--- src/rtl/rf_write_ctrl_if.sv ---
// rf_write_ctrl_if: writeback requesters and register-file write port bundle
interface rf_write_ctrl_if #(
    parameter int NREQ = 3,
    parameter int XLEN = 32,
    parameter int AW   = 5
);
    logic                 hold;
    logic [NREQ-1:0]      req_valid;
    logic [NREQ*AW-1:0]   req_rd;
    logic [NREQ*XLEN-1:0] req_data;
    logic [NREQ-1:0]      req_ready;
    logic                 rf_w;
    logic [AW-1:0]        rf_rd;
    logic [XLEN-1:0]      rf_wdata;
    logic                 init_done;
    modport master (
        output hold, req_valid, req_rd, req_data,
        input  req_ready, rf_w, rf_rd, rf_wdata, init_done
    );
    modport slave (
        input  hold, req_valid, req_rd, req_data,
        output req_ready, rf_w, rf_rd, rf_wdata, init_done
    );
endinterface

--- src/rtl/rf_write_ctrl.sv ---
// rf_write_ctrl: register-file clear sequencer and round-robin write-port arbiter
module rf_write_ctrl #(
    parameter int NREQ = 3,
    parameter int XLEN = 32,
    parameter int AW   = 5
) (
    input logic clk,
    input logic reset,
    rf_write_ctrl_if.slave bus
);
    localparam int IW = (NREQ > 1) ? $clog2(NREQ) : 1;
    typedef enum logic {CLEAR, RUN} state_t;
    state_t        state, state_n;
    logic [AW-1:0] cnt, cnt_n;
    logic [IW-1:0] rr_ptr, rr_n, gidx;
    logic          found;
    logic          w, w_n, done, done_n;
    logic [AW-1:0] rd, rd_n, g_rd;
    logic [XLEN-1:0] wd, wd_n, g_data;
    // Round-robin search upward from rr_ptr; nothing is granted while clearing or on hold
    always_comb begin
        found = 1'b0;
        gidx  = '0;
        for (int k = 0; k < NREQ; k++) begin
            if (!found && bus.req_valid[IW'((int'(rr_ptr) + k) % NREQ)]) begin
                found = 1'b1;
                gidx  = IW'((int'(rr_ptr) + k) % NREQ);
            end
        end
        if (state != RUN || bus.hold) found = 1'b0;
    end
    assign bus.req_ready = found ? NREQ'(1) << gidx : '0;
    assign g_rd          = bus.req_rd[int'(gidx)*AW +: AW];
    assign g_data        = bus.req_data[int'(gidx)*XLEN +: XLEN];
    // Next state: clear one register per cycle, then forward the granted request
    always_comb begin
        state_n = state;
        cnt_n   = cnt;
        rr_n    = rr_ptr;
        w_n     = 1'b0;
        rd_n    = rd;
        wd_n    = wd;
        done_n  = done;
        if (state == CLEAR) begin
            w_n   = 1'b1;
            rd_n  = cnt;
            wd_n  = '0;
            cnt_n = cnt + 1'b1;
            if (cnt == '1) begin
                state_n = RUN;
                done_n  = 1'b1;
            end
        end else if (found) begin
            w_n  = g_rd != '0;
            rd_n = g_rd;
            wd_n = g_data;
            rr_n = (int'(gidx) == NREQ - 1) ? '0 : gidx + 1'b1;
        end
    end
    // State and registered write-port outputs
    always_ff @(posedge clk) begin
        if (reset) begin
            state  <= CLEAR;
            cnt    <= '0;
            rr_ptr <= '0;
            w      <= 1'b0;
            rd     <= '0;
            wd     <= '0;
            done   <= 1'b0;
        end else begin
            state  <= state_n;
            cnt    <= cnt_n;
            rr_ptr <= rr_n;
            w      <= w_n;
            rd     <= rd_n;
            wd     <= wd_n;
            done   <= done_n;
        end
    end
    assign bus.rf_w      = w;
    assign bus.rf_rd     = rd;
    assign bus.rf_wdata  = wd;
    assign bus.init_done = done;
endmodule

--- src/flat_wrapper.sv ---
// flat-port wrapper written by rule: the top's interface ports become plain ports
module rf_write_ctrl_flat 
#(
    parameter int NREQ = 3,
    parameter int XLEN = 32,
    parameter int AW   = 5
)
  (clk, reset, bus_hold, bus_req_valid, bus_req_rd, bus_req_data, bus_req_ready, bus_rf_w, bus_rf_rd, bus_rf_wdata, bus_init_done);
  rf_write_ctrl_if #(.NREQ(NREQ), .XLEN(XLEN), .AW(AW)) bus_i ();
  input logic clk;
  input logic reset;
  input wire logic [$bits(bus_i.hold)-1:0] bus_hold;
  input wire logic [$bits(bus_i.req_valid)-1:0] bus_req_valid;
  input wire logic [$bits(bus_i.req_rd)-1:0] bus_req_rd;
  input wire logic [$bits(bus_i.req_data)-1:0] bus_req_data;
  output wire logic [$bits(bus_i.req_ready)-1:0] bus_req_ready;
  output wire logic [$bits(bus_i.rf_w)-1:0] bus_rf_w;
  output wire logic [$bits(bus_i.rf_rd)-1:0] bus_rf_rd;
  output wire logic [$bits(bus_i.rf_wdata)-1:0] bus_rf_wdata;
  output wire logic [$bits(bus_i.init_done)-1:0] bus_init_done;
  assign bus_i.hold = bus_hold;
  assign bus_i.req_valid = bus_req_valid;
  assign bus_i.req_rd = bus_req_rd;
  assign bus_i.req_data = bus_req_data;
  assign bus_req_ready = bus_i.req_ready;
  assign bus_rf_w = bus_i.rf_w;
  assign bus_rf_rd = bus_i.rf_rd;
  assign bus_rf_wdata = bus_i.rf_wdata;
  assign bus_init_done = bus_i.init_done;
  rf_write_ctrl #(.NREQ(NREQ), .XLEN(XLEN), .AW(AW)) u_core (.clk(clk), .reset(reset), .bus(bus_i));
endmodule
--- config.mk ---
export PLATFORM = sky130hd
export DESIGN_NAME = rf_write_ctrl_flat
export DESIGN_NICKNAME = d
export VERILOG_FILES = /design/src/rtl/rf_write_ctrl_if.sv /design/src/rtl/rf_write_ctrl.sv /design/src/flat_wrapper.sv
export SDC_FILE = /design/constraint.sdc
export NUM_CORES = 1
export LEC_CHECK = 0
export CORE_MARGIN = 8
export CORE_UTILIZATION = 41
export DETAILED_ROUTE_END_ITERATION = 12
export GPL_ROUTABILITY_DRIVEN = 0
export PLACE_DENSITY = 0.95
export SYNTH_ARGS = -nofsm -noshare
export SYNTH_HDL_FRONTEND = slang
export SYNTH_SLANG_ARGS = --single-unit
--- constraint.sdc ---
create_clock -name clk -period 7.76 [get_ports clk]
set_clock_uncertainty 0.2 [all_clocks]
set_input_delay 1.552 -clock clk [delete_from_list [all_inputs] [get_ports clk]]
set_output_delay 1.552 -clock clk [all_outputs]
set_load 0.02 [all_outputs]
==> flow_summary.yaml <==
run_status:
  status: "finished clean"
timing:
  rsz0062_at_grt: "no"
  period_share_pct: 73.4
  setup_viol: 0
  slew_violations: 0
  worst_pin_slew_ps: 1260
  maxSlewHeadroom_pct: 15.9
  fin_crit_ps: 5700
  fmax_mhz: 175
  tns_ps: 0
  finalHoldViolCount: 0
critical_path:
  cpPeakStageDelay_ps: 590
  cp_slowest_cell: "o311ai_4"
  worstSetupPathType: "input pin to output pin"
  critPathLaunchType: "input pin"
  crit_path_frequent_cell: "clkdlybuf4s50_1"
  arrival_ps: 3950
  critPathRequiredTime_ps: 6010
  critical_path.max_fanout: 13
  path_cells: "clkdlybuf4s50_1 -> mux2i_1 -> o221ai_2 -> o311ai_4 -> nand2b_1 -> nor2_1 -> clkdlybuf4s50_1"
  worstSetupEndpointType: "output pin"
power:
  p_leak_nw: 1.76
  peakVddDrop_v: 0.000113
  p_total_mw: 0.522
  p_per_area_mw_per_mm2: 120
finish:
  layout.area.seq_um2: 941
  syn_to_final_growth_pct: 61.0
  fillerInstances: 492
  drive_gt1_share_pct: 3.77
  antenna_cells: 0
  layout.nets: 573
  multiInputGateArea_mm2: 0.00160
min_path:
  min-delay-path-class: "flop to flop"
synth:
  avgSynthCellArea_um2: 8.82
  ys_types: 42
  ys_ff_latch: 47
  yosys_warnings: 0
  ys.flop_type: "dfxtp_1"
  synth_nets: 430
  async_reset_ff_share_pct: 0
  synth_cells: 307
  synth_edf_count: 0
  yosysSeqAreaShare_pct: 34.8
  syn-cell-area_mm2: 0.00271
drt:
  drt_iter0_markers: 108
  drtPass1Iterations: 5
  vias: 2844
  ant_nets: 0
  routed_wl_um: 9330
  wl_per_cell_um: 17.7
  viasPerCell: 5.39
  drc: 0
job:
  cap_violations: 0
clocking:
  cts_sinks: 47
  post_cts_buffers: 0
  cts_tree: "yes"
  cts_buffers: 5
  root_buffer: "clkbuf_8"
  cts_hold_buf: 0
  clk_path_buf_depth: 2
  htree_levels: 2
  insertion_delay_ps: 300
  post_cts_resized: 0
  clk_pin_slew_ps: 80
floorplanning:
  fp.dieArea_mm2: 0.00946
  initial_utilization_pct: 42.4
  die_w_um: 97.2
  dieHeight_um: 97.2
  num_rows: 29
  io_pins: 159
  core_area_mm2: 0.00639
global_route:
  grt_max_degree: 44
  overflow: 0
  antenna_found_initial: 0
  grt_pass1_vias: 2940
  grt_usage_pct: 18.6
  grt_pass1_wl_um: 14900
place:
  hpwl_um: 7460
  port_buffers: 158
cell usage in the layout (no fill, tap or decap), types with 2 or more instances in the layout:
cell type / netlist / layout
a211o_1: 4 / 4
a21o_1: 2 / 2
a21oi_1: 44 / 44
a22o_1: 32 / 32
a22oi_1: 2 / 2
and3b_1: 2 / 2
buf_4: 1 / 2
clkbuf_8: 0 / 6
clkdlybuf4s50_1: 0 / 158
dfxtp_1: 47 / 47
ha_1: 6 / 6
inv_1: 6 / 6
mux2i_1: 40 / 40
nand2_1: 5 / 5
nand2b_1: 4 / 4
nand3_1: 2 / 2
nand3b_1: 2 / 2
nor2_1: 52 / 51
nor2b_1: 4 / 4
nor3_1: 2 / 2
o211ai_1: 3 / 3
or3_1: 4 / 4
critical path, delay by kind of cell:
| family | cells | cell delay [ps] |
|---|---|---|
| AOI/OAI and AO/OA | 2 | 790 |
| buffers and inverters | 2 | 1030 |
| muxes | 1 | 300 |
| and+or+nand+nor | 2 | 270 |
cell families (layout without fill, tap and decap cells):
logic type                 Yosys count  in the layout  synth area share, %
AOI/OAI and AO/OA                  101            101                 26.8
and+or+nand+nor                     81             81                 13.8
DFF                                 47             47                 34.8
muxes                               40             40                 14.8
buffers and inverters               30            174                 6.43
adders and majority gates            6              6                 2.77
xor gates and xnor gates             2              2                0.647
layout make-up:
cell class	instances	share of cell area, %
clock inverter	2	0.373
inverter	6	0.517
tap	77	2.21
multi-input combinational	230	36.8
clock buffer	6	1.89
timing repair buffer	160	36.6
sequential	47	21.6
layer usage:
metal / routed length (µm) / up-vias / part of all wire [%] / track usage [%]
li1: - / 1396 / - / -
met1: 3910 / 1316 / 42 / 20.9
met2: 4690 / 121 / 50 / 33.6
met3: 606 / 11 / 6.5 / 5.05
met4: 117 / 0 / 1.3 / 4.66
met5: 0 / - / 0 / 0
power breakdown:
group	total [mW]	switching (mW)	internal [mW]	leakage, nW
combinational	0.122	0.0444	0.0774	1.33
clock	0.154	0.0817	0.0728	0.0474
sequential	0.245	0.00182	0.243	0.380
total	0.522	0.128	0.394	1.76
cells in the mapped netlist, drive strengths merged, types with 3 or more instances:
master	number	area share (%)
clkbuf	12	1.7
a21oi	44	8.1
nand2	5	0.69
mux2i	40	15
inv	6	0.83
nand2b	4	0.92
dfxtp	47	35
a211o	4	1.3
o21ai	3	0.69
a22o	32	10
or3	4	0.92
nor2b	4	0.92
ha	6	2.8
nor2	52	7.2
buf	12	3.9
o211ai	3	0.83
flip-flops by register name, summed over array words and instances (netlist names):
register,cells
u_core.bus.rf_wdata,32
u_core.rr_ptr,2
u_core.bus.init_done,1
u_core.cnt,5
u_core.state,1
u_core.bus.rf_rd,5
u_core.bus.rf_w,1
worst paths after layout:
path	startpoint	endpoint	slack (ps)	cells past startpoint
max	bus_req_valid[2]	bus_req_ready[0]	2060	7
min	u_core.bus.rf_wdata[17]	u_core.bus.rf_wdata[17]	280	1
max reg2reg	u_core.rr_ptr[1]	u_core.bus.rf_wdata[12]	4230	8
min reg2reg	u_core.bus.rf_wdata[17]	u_core.bus.rf_wdata[17]	280	1
metrics by stage:
step / cells / setup WS [ps] / area [µm²] / util (%) / hold slack (ps)
2_1_floorplan: 307 / 3280 / 2710 / - / 266
3_3_place_gp: 520 / 2160 / 4260 / 66.7 / 258
3_5_place_dp: 520 / 2090 / 4260 / 66.7 / 263
4_1_cts: 528 / 2060 / 4360 / 68.2 / 287
5_1_grt: 528 / 1930 / 4360 / 68.2 / 300
6_report: 528 / 2060 / 4360 / 68.2 / 282
Note: power is estimated with default switching activity, not from simulation.
